--- config.mk ---
export PLATFORM = sky130hd
export DESIGN_NAME = multi_channel_queue
export DESIGN_NICKNAME = d
export VERILOG_FILES = /design/src/rtl/multi_channel_queue.sv
export SDC_FILE = /design/constraint.sdc
export NUM_CORES = 1
export LEC_CHECK = 0
export CORE_AREA = 5 5 146 162
export CTS_CLUSTER_DIAMETER = 80
export CTS_CLUSTER_SIZE = 16
export DETAILED_ROUTE_END_ITERATION = 8
export DIE_AREA = 0 0 151 167
export PLACE_DENSITY = 0.77
export RECOVER_POWER = 50
export SLEW_MARGIN = 20
export SYNTH_ARGS = -nofsm -noshare
export SYNTH_HDL_FRONTEND = slang
export SYNTH_SLANG_ARGS = --single-unit
--- constraint.sdc ---
create_clock -name clock -period 6.1 [get_ports clock]
set_input_delay 1.83 -clock clock [delete_from_list [all_inputs] [get_ports clock]]
set_output_delay 1.83 -clock clock [all_outputs]
set_load 0.02 [all_outputs]
--- src/rtl/multi_channel_queue.sv ---
// Per-channel circular FIFOs sharing one partitioned memory, with
// occupancy, hysteretic throttle, push backpressure and a drop counter.
module multi_channel_queue #(
  parameter int DATA_SIZE     = 8,
  parameter int QUEUE_LENGTH  = 4,
  parameter int CHANNELS      = 4,
  parameter int REGISTER_SIZE = 32,
  parameter int CH_W  = (CHANNELS > 1) ? $clog2(CHANNELS) : 1,
  parameter int CNT_W = $clog2(QUEUE_LENGTH) + 1
) (
  input  logic                      clock,
  input  logic                      reset,
  input  logic                      push_valid,
  input  logic [CH_W-1:0]           push_channel,
  input  logic [DATA_SIZE-1:0]      push_data,
  output logic                      push_ready,
  input  logic                      pop_valid,
  input  logic [CH_W-1:0]           pop_channel,
  output logic [DATA_SIZE-1:0]      pop_data,
  output logic                      pop_data_valid,
  output logic [CH_W-1:0]           pop_data_channel,
  output logic [CHANNELS-1:0]       empty,
  output logic [CHANNELS-1:0]       full,
  output logic [CHANNELS*CNT_W-1:0] occupancy,
  input  logic [REGISTER_SIZE-1:0]  high_threshold,
  input  logic [REGISTER_SIZE-1:0]  low_threshold,
  output logic [CHANNELS-1:0]       throttle,
  input  logic                      drop_clear,
  output logic [REGISTER_SIZE-1:0]  drop_count
);

  localparam int PTR_W = $clog2(QUEUE_LENGTH);
  localparam int DEPTH = CHANNELS * QUEUE_LENGTH;
  localparam int AW    = (DEPTH > 1) ? $clog2(DEPTH) : 1;

  logic [DATA_SIZE-1:0] mem_q [DEPTH];

  logic [PTR_W-1:0] head_q [CHANNELS];
  logic [PTR_W-1:0] head_d [CHANNELS];
  logic [PTR_W-1:0] tail_q [CHANNELS];
  logic [PTR_W-1:0] tail_d [CHANNELS];
  logic [CNT_W-1:0] cnt_q  [CHANNELS];
  logic [CNT_W-1:0] cnt_d  [CHANNELS];

  logic [CHANNELS-1:0] empty_q, empty_d;
  logic [CHANNELS-1:0] full_q, full_d;
  logic [CHANNELS-1:0] thr_q, thr_d;

  logic [REGISTER_SIZE-1:0] drop_q, drop_d;
  logic [DATA_SIZE-1:0]     rdata_q;
  logic                     rvalid_q;
  logic [CH_W-1:0]          rch_q;

  logic          push_acc, pop_acc, drop;
  logic [AW-1:0] waddr, raddr;

  function automatic logic [PTR_W-1:0] wrap_inc(input logic [PTR_W-1:0] p);
    return (p == PTR_W'(QUEUE_LENGTH - 1)) ? '0 : p + 1'b1;
  endfunction

  // Acceptance uses flags registered at the start of the cycle, so a
  // same-cycle pop never frees room for a push to a full channel.
  assign push_acc = push_valid & ~full_q[push_channel];
  assign drop     = push_valid & full_q[push_channel];
  assign pop_acc  = pop_valid & ~empty_q[pop_channel];

  assign waddr = AW'(push_channel) * AW'(QUEUE_LENGTH)
               + AW'(tail_q[push_channel]);
  assign raddr = AW'(pop_channel) * AW'(QUEUE_LENGTH)
               + AW'(head_q[pop_channel]);

  always_comb begin
    for (int i = 0; i < CHANNELS; i++) begin
      logic inc, dec;
      inc = push_acc && (push_channel == CH_W'(i));
      dec = pop_acc && (pop_channel == CH_W'(i));
      head_d[i] = dec ? wrap_inc(head_q[i]) : head_q[i];
      tail_d[i] = inc ? wrap_inc(tail_q[i]) : tail_q[i];
      cnt_d[i]  = cnt_q[i] + CNT_W'(inc) - CNT_W'(dec);
      full_d[i]  = (cnt_d[i] == CNT_W'(QUEUE_LENGTH));
      empty_d[i] = (cnt_d[i] == '0);
      thr_d[i] = thr_q[i];
      if (high_threshold == '0)
        thr_d[i] = 1'b0;
      else if (REGISTER_SIZE'(cnt_d[i]) >= high_threshold)
        thr_d[i] = 1'b1;
      else if (REGISTER_SIZE'(cnt_d[i]) <= low_threshold)
        thr_d[i] = 1'b0;
    end
  end

  always_comb begin
    drop_d = drop_q;
    if (drop_clear)
      drop_d = drop ? REGISTER_SIZE'(1) : '0;
    else if (drop && (drop_q != {REGISTER_SIZE{1'b1}}))
      drop_d = drop_q + 1'b1;
  end

  always_ff @(posedge clock) begin
    if (!reset && push_acc)
      mem_q[waddr] <= push_data;
  end

  always_ff @(posedge clock) begin
    if (reset) begin
      for (int i = 0; i < CHANNELS; i++) begin
        head_q[i] <= '0;
        tail_q[i] <= '0;
        cnt_q[i]  <= '0;
      end
      empty_q  <= '1;
      full_q   <= '0;
      thr_q    <= '0;
      drop_q   <= '0;
      rdata_q  <= '0;
      rvalid_q <= 1'b0;
      rch_q    <= '0;
    end else begin
      for (int i = 0; i < CHANNELS; i++) begin
        head_q[i] <= head_d[i];
        tail_q[i] <= tail_d[i];
        cnt_q[i]  <= cnt_d[i];
      end
      empty_q  <= empty_d;
      full_q   <= full_d;
      thr_q    <= thr_d;
      drop_q   <= drop_d;
      rvalid_q <= pop_acc;
      if (pop_acc) begin
        rdata_q <= mem_q[raddr];
        rch_q   <= pop_channel;
      end
    end
  end

  always_comb begin
    occupancy = '0;
    for (int i = 0; i < CHANNELS; i++)
      occupancy[i*CNT_W +: CNT_W] = cnt_q[i];
  end

  assign push_ready       = ~full_q[push_channel];
  assign pop_data         = rdata_q;
  assign pop_data_valid   = rvalid_q;
  assign pop_data_channel = rch_q;
  assign empty            = empty_q;
  assign full             = full_q;
  assign throttle         = thr_q;
  assign drop_count       = drop_q;

endmodule

# Yosys cells after proc, flatten, opt, wreduce, memory -nomap -nowiden

Memories as Yosys holds them, arrays and structs flattened. A register that Yosys moved wholly into a read port is not among the register bits.
Cells that the tools add are included.

Output and inout port bits: 68
Bits of input ports: 81
Memories kept: 4
Register bits after elaboration: 47
Word-level logic and storage cells: 150
Memory bits (writable): 156

Magnitude comparators: 10
$add $sub $neg: 19
Eq/ne operators: 19
Bitwise operators: 17
Mux-type cells: 48
Reductions and logical operators: 24

Memory list:

| name   | depth | width | rd ports | clocked after Yosys merged registers in | wr ports | line | source |
|---|---|---|---|---|---|---|---|
| mem_q  | 16    | 8     | 1        | 1                                       | 1        | 36   | `logic [DATA_SIZE-1:0] mem_q [DEPTH];` |
| cnt_q  | 4     | 3     | 4        | 0                                       | 4        | 42   | `logic [CNT_W-1:0] cnt_q [CHANNELS];` |
| head_q | 4     | 2     | 5        | 0                                       | 4        | 38   | `logic [PTR_W-1:0] head_q [CHANNELS];` |
| tail_q | 4     | 2     | 5        | 0                                       | 4        | 40   | `logic [PTR_W-1:0] tail_q [CHANNELS];` |

Operator list:

| operator                                                             | count |
|---|---|
| 3-bit by 32-bit greater-or-equal comparator with 1-bit output        | 4 |
| 3-bit by 32-bit less-or-equal comparator with 1-bit output           | 4 |
| 32-bit two-way mux                                                   | 2 |
| 2-bit two-way mux                                                    | 24 |
| 32-bit by 1-bit adder with 32-bit output, second input constant      | 1 |
| 32-bit logical NOT                                                   | 1 |
| 32-bit != test, second input constant                                | 1 |
| 2-bit == test, second input constant                                 | 12 |
| 2-bit by 1-bit adder with 2-bit output, second input constant        | 8 |
| 1-bit two-way mux                                                    | 16 |
| 3-bit by 1-bit adder with 3-bit output                               | 4 |
| 3-bit == test, second input constant                                 | 4 |
| 3-bit logical NOT                                                    | 4 |
| 3-bit two-way mux                                                    | 4 |
| 1-bit bitwise OR                                                     | 12 |
| 3-bit by 1-bit subtractor with 3-bit output                          | 4 |
| 1-bit logical AND                                                    | 10 |
| 2-bit nonzero test                                                   | 5 |
| 4-bit by 2-bit adder with 4-bit output                               | 2 |
| 2-bit by 3-bit < comparator with 1-bit output, second input constant | 2 |
| 1-bit binary-select mux with 2-bit select                            | 2 |
| 2-bit by 1-bit == test with 1-bit output, second input constant      | 2 |
| 2-bit logical NOT                                                    | 2 |
| 1-bit bitwise AND                                                    | 3 |
| 3 further kinds                                                      | 4 |

# Logic depth before layout (Yosys ltp)

Gate-level depths: netlist of the first run.

Depth after elaboration: 10
Gate-level depth with buffers: 18

# Worst setup path before layout of the first run

OpenSTA, ideal clock, no wires.

Kind: input port to flip-flop
From: input port pop_channel[0]
To: register thr_q[2], in the netlist throttle[2]
Arrival time: 4.934 ns
Buffers on the path: 2
Stages on the path: 18
Required time: 5.977 ns
Path slack: 1.043 ns
Setup time: 0.123 ns
Cells stage by stage: buf_6 > mux4_2 > nor2b_1 > buf_2 > nand2_1 > nor2_1 > ha_1 > inv_1 > ha_1 > inv_1 > fa_1 > xor2_1 > xnor2_1 > inv_1 > ha_1 > o21a_1 > o2111ai_1 > a21oi_1

RTL lines:

| element              | line | source |
|---|---|---|
| start, declared      | 18   | `input logic [CH_W-1:0] pop_channel,` |
| end signal, assigned | 127  | `thr_q <= thr_d;` |
| end, declared        | 47   | `logic [CHANNELS-1:0] thr_q, thr_d;` |

# Worst setup path in the final report of the first run

From: input port push_channel[0]
To: output port push_ready

Cells in the longest elaborated chain, start to end: 3

RTL lines:

| element                                   | line | source |
|---|---|---|
| start, declared                           | 14   | `input logic [CH_W-1:0] push_channel,` |
| 1-bit binary-select mux with 2-bit select | 143  | `assign push_ready = ~full_q[push_channel];` |
| 1-bit two-way mux (implied by the code)   | 143  |  |
| 1-bit NOT                                 | 143  |  |
| end, declared                             | 16   | `output logic push_ready,` |

Every way passes these cells. The select of a mux whose other input is x is not followed.

==> metrics.txt, run 1 <==
Hold Path Origin=pop_data_channel[1]; critical path type=input pin to primary output; FF-to-FF End=throttle[2]; TritonCTS Sinks=211; remaining global-route overflow=0; RSZ-0062 raised after global routing=no; std cell rows=57; WL/cell=17.9 um; total CTS buffers=17; post_cts resized=0; status=finished, final reports clean; max_slew headroom=37.4%; proportion of synthesized area in mux cells=10.5%; Post-Synth Adder-Cell Area=6.19%; min cycle time layout=5.63 ns; post-DP HPWL=16.1 mm; sequential fraction of the synthesis area=57.5%; CP endpoint kind=primary output; hold path cells=2; Post-Syn Area=9580 um^2; Setup TNS=0 ns; share of layout cells above drive strength 1=6.94%; H-tree levels=1; Post-Synth Simple-Gate Area=13.6%; top cells by area, synth=edfxtp_1, dfxtp_1, mux2i_1, ha_1, nor2_1; FF+latch count, synth=211; Global Route Usage Sum=17.4%; clk_lat worst skew=0.48 ns; largest family of logic cells by synthesized area=simple AND/OR/NAND/NOR gates; ys async rst share=0%; Synth top cells by count=edfxtp_1, nor2_1, dfxtp_1; post-synth top area share=40.1%; chip height=167 um; hold endpoint=pop_data_channel[1]; # diodes=0; port bufs=148; Least-Margin Pin Slew=0.936 ns; vias in the first global route=6655; fin worst setup slack=0.467 ns; DR DRC count=0; deepest clock path buffer count=3; final weighted congestion in routability-driven placement=0.849; Core Region=21800 um^2; synthesized area per cell=12.2 um^2; fin. max-slew vios=0; Setup Fix Bufs, Post-CTS=0; first-pass GRT wire length=35.1 mm; crit path DAT=3.80 ns; io pins=149; DRT Pass-1 Iters=5; Final ANT Viol Nets=0; CTS tree=built; cts hold-fix bufs=0; Synthesized Nets=909; number of synthesized flops with an enable pin=128; CP startpoint kind=input pin; Vias per Instance=5.32; largest net degree at the start of global routing=54; initial antenna violation count=1; R2R Setup Slk=2.29 ns; CP Data Required Time=4.27 ns; WL final=22.1 mm; Yosys cell types=52; Die Wd=151 um; ys flop type=edfxtp_1; Design Area, Final=11800 um^2; Final Hold Vio Count=0; cell leakage power=4.38 nW; die area=25200 um^2; final setup vio count=0; worst clock skew=0.0161 ns; Cells after Synth=783; top cell type by total area after synthesis=edfxtp_1; count leader, synth=edfxtp_1; CP max FO=6; pre-CTS setup slack=0.254 ns; XOR/XNOR Fraction of Synth Area=3.47%; Final period util=92.3%; Max Clock Freq=0.178 GHz; Worst Hold Class=register to register; P&R area growth vs syn=23.2%; fillers=1842; Power per Cell Area=266 nW/um^2; initial core utilization=43.9%; Reg2Reg Launch Point=empty[3]; CTS Root Cell=clkbuf_16; Synth Area in Compound Gates=5.59%; fin nets=1051; maximum vdd drop=184 uV; yosys warns=0; Clock transition at path regs=0.07 ns; placement-stage cell area=11300 um^2; vias=6544; Initial DRC Count=428; Worst Reg-to-Reg Cells=16; Final Util=54.1%; max-cap violations=0
worst max-delay path by stage:
stage	start	end	slack (ns)	cells after the start
after floorplan	pop_channel[0]	throttle[2]	1.04	18
after global placement	pop_channel[0]	throttle[0]	0.47	16
after detailed placement	pop_channel[0]	throttle[2]	0.25	17
after CTS	push_channel[0]	push_ready	0.55	4
after global routing	push_channel[0]	push_ready	0.40	4
final	push_channel[0]	push_ready	0.47	4
sequential cells by signal, indices dropped and copies added (netlist names):
| signal | cells |
|---|---|
| head_q | 8 |
| empty | 4 |
| pop_data | 8 |
| throttle | 4 |
| full | 4 |
| pop_data_channel | 2 |
| mem_q | 128 |
| tail_q | 8 |
| cnt_q | 12 |
| drop_count | 32 |
| pop_data_valid | 1 |
cell type report:
cell class	instances	area (um^2)	share of cell area, %
well taps	295	369	3.13
clock buffers	27	463	3.92
inverters	38	143	1.21
flip-flops and latches	211	5510	46.6
multi-input cells	504	3770	31.9
clock inverters	3	47.5	0.403
repair buffers	153	1510	12.8
layer usage:
| metal | GRT usage (%) | vias to the layer above | wire (um) |
|---|---|---|---|
| met4 | 4.30 | 2 | 423 |
| met5 | 0 | - | 11 |
| met2 | 29.7 | 165 | 11100 |
| li1 | - | 3160 | - |
| met3 | 2.42 | 34 | 1020 |
| met1 | 23.4 | 3183 | 9490 |
where the power goes:
| part | total, mW | leakage [nW] | switching [mW] | internal (mW) |
|---|---|---|---|---|
| logic | 0.485 | 2.31 | 0.268 | 0.218 |
| clock network | 1.06 | 0.244 | 0.489 | 0.570 |
| registers | 1.59 | 1.83 | 0.0351 | 1.56 |
cells by family (layout without fill, tap and decap cells):
family,after synthesis,count (layout)
compound gates,84,84
flops,211,211
buf+inv,68,221
mux,82,82
simple gates,255,255
xor+xnor,38,38
fa+ha+maj,45,45
layout by cell type, fill, tap and decap left out, drive strengths merged, types with 19 or more instances in the layout:
cell	count
edfxtp	128
mux2i	60
clkbuf	28
nand2	25
nor2	103
a21oi	32
dlygate4sd3	69
inv	40
nor3	21
clkdlybuf4s50	78
nor4	27
nand3	19
xor2	28
nand4	20
ha	41
dfxtp	83
critical path: stages:
cell and delay [ns]:
dlygate4sd3_1 0.73, mux4_2 0.57, inv_1 0.07, clkdlybuf4s50_1 0.61
through the flow:
step	total power, mW	hold slack, ns	instances
6_report	3.14	0.473	1231
5_1_grt	3.27	0.498	1231
4_1_cts	3.18	0.470	1231
3_5_place_dp	2.13	0.460	1201
3_3_place_gp	2.11	0.452	1201
2_1_floorplan	1.90	0.450	783
(Power assumes the default switching activity.)
==> inputs of run 2 (changes only) <==
==> constraint.sdc (replaced) <==
create_clock -name clock -period 5.9 [get_ports clock]
set_input_delay 1.77 -clock clock [delete_from_list [all_inputs] [get_ports clock]]
set_output_delay 1.77 -clock clock [all_outputs]
set_load 0.02 [all_outputs]
==> run 2 against run 1 <==
Effect of this change:
- sequential cell count unchanged
- via count is 0.24% higher
- utilization down 0.086 points
- power up 1.9%
- die area did not move
- combinational power rose by 3%
- routed wire length is 1.1% lower
- non-clock buffer count increased by 1
- first-iteration DRC count is 13% lower
- cell count about the same
- largest cell class unchanged
==> metrics.txt, run 2 (same netlist as run 1, synthesis figures left out) <==
switching fraction of total power=25.5%; chip height=167 um; CTS tree=built; Clk pwr share=32.8%; P&R area growth vs syn=23.0%; fin nets=1052; Max Clock Freq=0.183 GHz; placement-stage cell area=11300 um^2; R2R Setup Slk=2.11 ns; # diodes=0; met2 GRT Util=28.6%; Worst Hold Class=register to register; Setup Fix Bufs, Post-CTS=0; Setup TNS=0 ns; initial antenna violation count=1; min cycle time layout=5.47 ns; initial core utilization=43.9%; Final ANT Viol Nets=0; status=finished, final reports clean; Pint=2.38 mW; GRT Max-Usage Layer=met2; worst clock skew=0.0173 ns; max-cap violations=0; fin. max-slew vios=0; met1 GRT Util=23.2%; WL/cell=17.8 um; CP max FO=6; std cell rows=57; CP startpoint kind=input pin; DR DRC count=0; Placed Cells=1202; Global Route Usage Sum=17.1%; first-pass GRT wire length=34.8 mm; largest net degree at the start of global routing=54; critical path type=input pin to primary output; post_cts resized=0; Reg2Reg Launch Point=empty[3]; deepest clock path buffer count=3; vias=6560; Layout Cells excl Fill=1230; max reg flops=128; Final Hold Vio Count=0; Biggest register=mem_q; Least-Margin Pin Slew=0.941 ns; cell leakage power=4.37 nW; final weighted congestion in routability-driven placement=0.839; Hold Path Origin=pop_data_channel[1]; CP Data Required Time=4.13 ns; commonest non-fill, non-tap cell in the layout=edfxtp_1; Worst Reg-to-Reg Cells=15; Clock transition at path regs=0.07 ns; RSZ-0062 raised after global routing=no; hold path cells=2; io pins=149; die area=25200 um^2; FF-to-FF End=throttle[1]; port bufs=148; remaining global-route overflow=0; met3 usage=2.85%; Die Wd=151 um; vias in the first global route=6582; Power per Cell Area=271 nW/um^2; total CTS buffers=17; CTS Root Cell=clkbuf_16; maximum vdd drop=167 uV; final setup vio count=0; commonest non-fill, non-tap cells in the layout=edfxtp_1, nor2_1, dfxtp_1, clkdlybuf4s50_1, dlygate4sd3_1; H-tree levels=1; clk_lat worst skew=0.49 ns; Design Area, Final=11800 um^2; Vias per Instance=5.33; sw power=0.816 mW; combinational group share of total power=15.7%; DRT Pass-1 Iters=4; CP endpoint kind=primary output; Core Region=21800 um^2; Initial DRC Count=373; WL final=21.8 mm; hold endpoint=pop_data_channel[1]; post-DP HPWL=15.8 mm; share of layout cells above drive strength 1=6.95%; crit path DAT=3.70 ns; cts hold-fix bufs=0; TritonCTS Sinks=211; sequential share of power=51.5%; max_slew headroom=37.0%; Final period util=92.7%
## run 2: cell types whose count changed in the layout (fill, tap and decap cells not counted)
cell,previous run,this run
buf_4,4,5
bufinv_16,1,0
clkbuf_1,11,10
clkinv_8,0,1
inv_6,2,1
## run 2: stage by stage
stage / hold WS [ns] / total power [mW] / utilization (%) / setup slack (ns)
3_5_place_dp: 0.454 / 2.20 / 51.8 / 0.217
2_1_floorplan: 0.450 / 1.97 / - / 0.903
6_report: 0.461 / 3.20 / 54.0 / 0.432
3_3_place_gp: 0.458 / 2.19 / 51.8 / 0.365
5_1_grt: 0.484 / 3.34 / 54.0 / 0.344
4_1_cts: 0.464 / 3.24 / 54.0 / 0.485
## run 2: power groups by stage
stage	combinational [mW]	sequential (mW)	clock, mW
after floorplan	0.252	1.72	0
after global placement	0.505	1.68	0
after detailed placement	0.516	1.68	0
after CTS	0.520	1.65	1.07
after global routing	0.550	1.65	1.14
final	0.501	1.65	1.05
## run 2: how the worst max path moves through the flow
stage,from,to,slack [ns],cells past startpoint
floorplan,pop_channel[0],throttle[2],0.90,18
global placement,pop_channel[0],throttle[0],0.36,16
detailed placement,pop_channel[0],throttle[0],0.22,16
CTS,push_channel[0],push_ready,0.49,4
global route,pop_channel[0],throttle[1],0.34,16
finish,push_channel[0],push_ready,0.43,4
## run 2: critical path, cell delays in order
cell	delay, ns
dlygate4sd3_1	0.71
mux4_2	0.55
inv_1	0.06
clkdlybuf4s50_1	0.60
## run 2: cell type report
cell class                 instances  area (um^2)
sequential                       211         5510
multi-input combinational        504         3770
inverter                          38          143
tap                              295          369
clock buffer                      26          459
fill                            1870        10000
timing repair buffer             154         1520
clock inverter                     2         25.0
## run 2: metal layers
layer / share of wire [%] / wire, um
met1: 43 / 9350
met2: 49 / 10600
met3: 6.1 / 1330
met4: 2.6 / 560
met5: 0.032 / 7
==> inputs of run 3 (changes only) <==
--- a/config.mk
+++ b/config.mk
@@ -10,7 +10,7 @@
 export CTS_CLUSTER_SIZE = 16
 export DETAILED_ROUTE_END_ITERATION = 8
 export DIE_AREA = 0 0 151 167
-export PLACE_DENSITY = 0.77
+export PLACE_DENSITY = 0.79
 export RECOVER_POWER = 50
 export SLEW_MARGIN = 20
 export SYNTH_ARGS = -nofsm -noshare
==> constraint.sdc (replaced) <==
create_clock -name clock -period 5 [get_ports clock]
set_input_delay 1.5 -clock clock [delete_from_list [all_inputs] [get_ports clock]]
set_output_delay 1.5 -clock clock [all_outputs]
set_load 0.02 [all_outputs]
==> run 3 against run 2 <==
Effect of this change:
- cell area is 1.6% higher
- global-route usage is 0.52 points higher
- sequential cell count stayed put
- first-iteration DRC count is 20% higher
- critical endpoint is now throttle[2]
- sequential power is 18% higher
- die area stayed put
==> metrics.txt, run 3 (same netlist as run 1, synthesis figures left out) <==
Worst Hold Class=register to register; Final Util=54.9%; die area=25200 um^2; Placed Cells=1230; CP startpoint kind=input pin; Power per Cell Area=318 nW/um^2; clk_lat worst skew=0.47 ns; min cycle time layout=4.78 ns; Die Wd=151 um; post-DP HPWL=16.2 mm; Max Clock Freq=0.209 GHz; critical path type=input pin to register; Final period util=95.5%; DR DRC count=0; placement-stage cell area=11500 um^2; WL/cell=17.9 um; Global Route Usage Sum=17.7%; Design Area, Final=12000 um^2; CTS Root Cell=clkbuf_16; vias=6676; initial core utilization=43.9%; commonest non-fill, non-tap cell in the layout=edfxtp_1; Biggest register=mem_q; commonest non-fill, non-tap cells in the layout=edfxtp_1, nor2_1, clkdlybuf4s50_1, dfxtp_1, dlygate4sd3_1; Hold Path Origin=pop_data_channel[1]; CP endpoint kind=register; std cell rows=57; CP max FO=4; Layout Cells excl Fill=1259; first-pass GRT wire length=35.8 mm; H-tree levels=1; WL final=22.5 mm; crit path DAT=5.14 ns; Setup TNS=0 ns; max-cap violations=0; cell leakage power=4.48 nW; fin nets=1081; status=finished, final reports clean; Core Region=21800 um^2; Least-Margin Pin Slew=0.853 ns; Reg2Reg Launch Point=empty[3]; maximum vdd drop=280 uV; total power=3.81 mW; io pins=149; crit path launch=pop_channel[0]; Vias per Instance=5.30; remaining global-route overflow=0; DRT Pass-1 Iters=5; worst clock skew=0.0202 ns; P&R area growth vs syn=25.0%; max reg flops=128; deepest clock path buffer count=3; final weighted congestion in routability-driven placement=0.813; fin. max-slew vios=0; CTS tree=built; vias in the first global route=6911; port bufs=148; Initial DRC Count=446; share of layout cells above drive strength 1=9.02%; # diodes=0; initial antenna violation count=1; chip height=167 um; CP Data Required Time=5.36 ns; Clock transition at path regs=0.08 ns; R2R Setup Slk=1.42 ns; largest net degree at the start of global routing=40; Final ANT Viol Nets=0; TritonCTS Sinks=211; max_slew headroom=42.9%; final setup vio count=0; total CTS buffers=17; cts hold-fix bufs=0; Final Hold Vio Count=0
==> run 3: repair_timing <==
item / 4_1_cts / 5_1_grt
hold endpoints to repair: 0 / 0
resized for setup: 0 / 0
setup buffers: 0 / 1
endpoints found under the setup margin: 0 / 1
==> run 3: per-stage QoR <==
step                hold slack [ns]  setup WS (ns)
finish                        0.458          0.224
global route                  0.475       -0.00126
CTS                           0.465          0.278
detailed placement            0.454         -0.215
global placement              0.450       -0.00149
floorplan                     0.450          0.273
==> run 3: final cells by class <==
type	instances	area, um^2
clock buffer	27	463
timing repair buffer	183	1720
tap	295	369
inverter	38	143
multi-input combinational	504	3760
sequential	211	5510
clock inverter	1	16.3
fill	1832	9850
==> run 3: power breakdown <==
part           total (mW)  switching [mW]  internal [mW]
clock                1.22           0.581          0.640
sequential           1.94          0.0417           1.90
combinational       0.649           0.339          0.310
total                3.81           0.962           2.85
==> run 3: worst paths after layout <==
check,to,cells after the start
setup reg to reg,throttle[2],17
hold reg to reg,pop_data_channel[1],2
setup / recovery,throttle[2],18
hold / removal,pop_data_channel[1],2
==> run 3: critical path, stage by stage <==
cell and delay [ns]:
clkdlybuf4s50_1 0.51, mux4_2 0.52, nor2b_1 0.14, buf_4 0.15
nand2_1 0.07, nor2_1 0.17, ha_1 0.26, inv_1 0.06
ha_1 0.14, inv_1 0.05, fa_1 0.37, xor2_1 0.16
xnor2_1 0.22, inv_1 0.10, ha_1 0.30, o21a_1 0.11
o2111ai_1 0.19, a21oi_1 0.10
==> run 3: routing by layer <==
layer | part of all wire, % | GRT usage [%] | up-vias | routed length, um
met5 | 0.058 | 0 | - | 13
met4 | 1.9 | 4.53 | 2 | 432
met3 | 5.3 | 2.74 | 38 | 1200
met2 | 52 | 31.2 | 199 | 11600
met1 | 41 | 22.5 | 3217 | 9270
li1 | - | - | 3220 | -
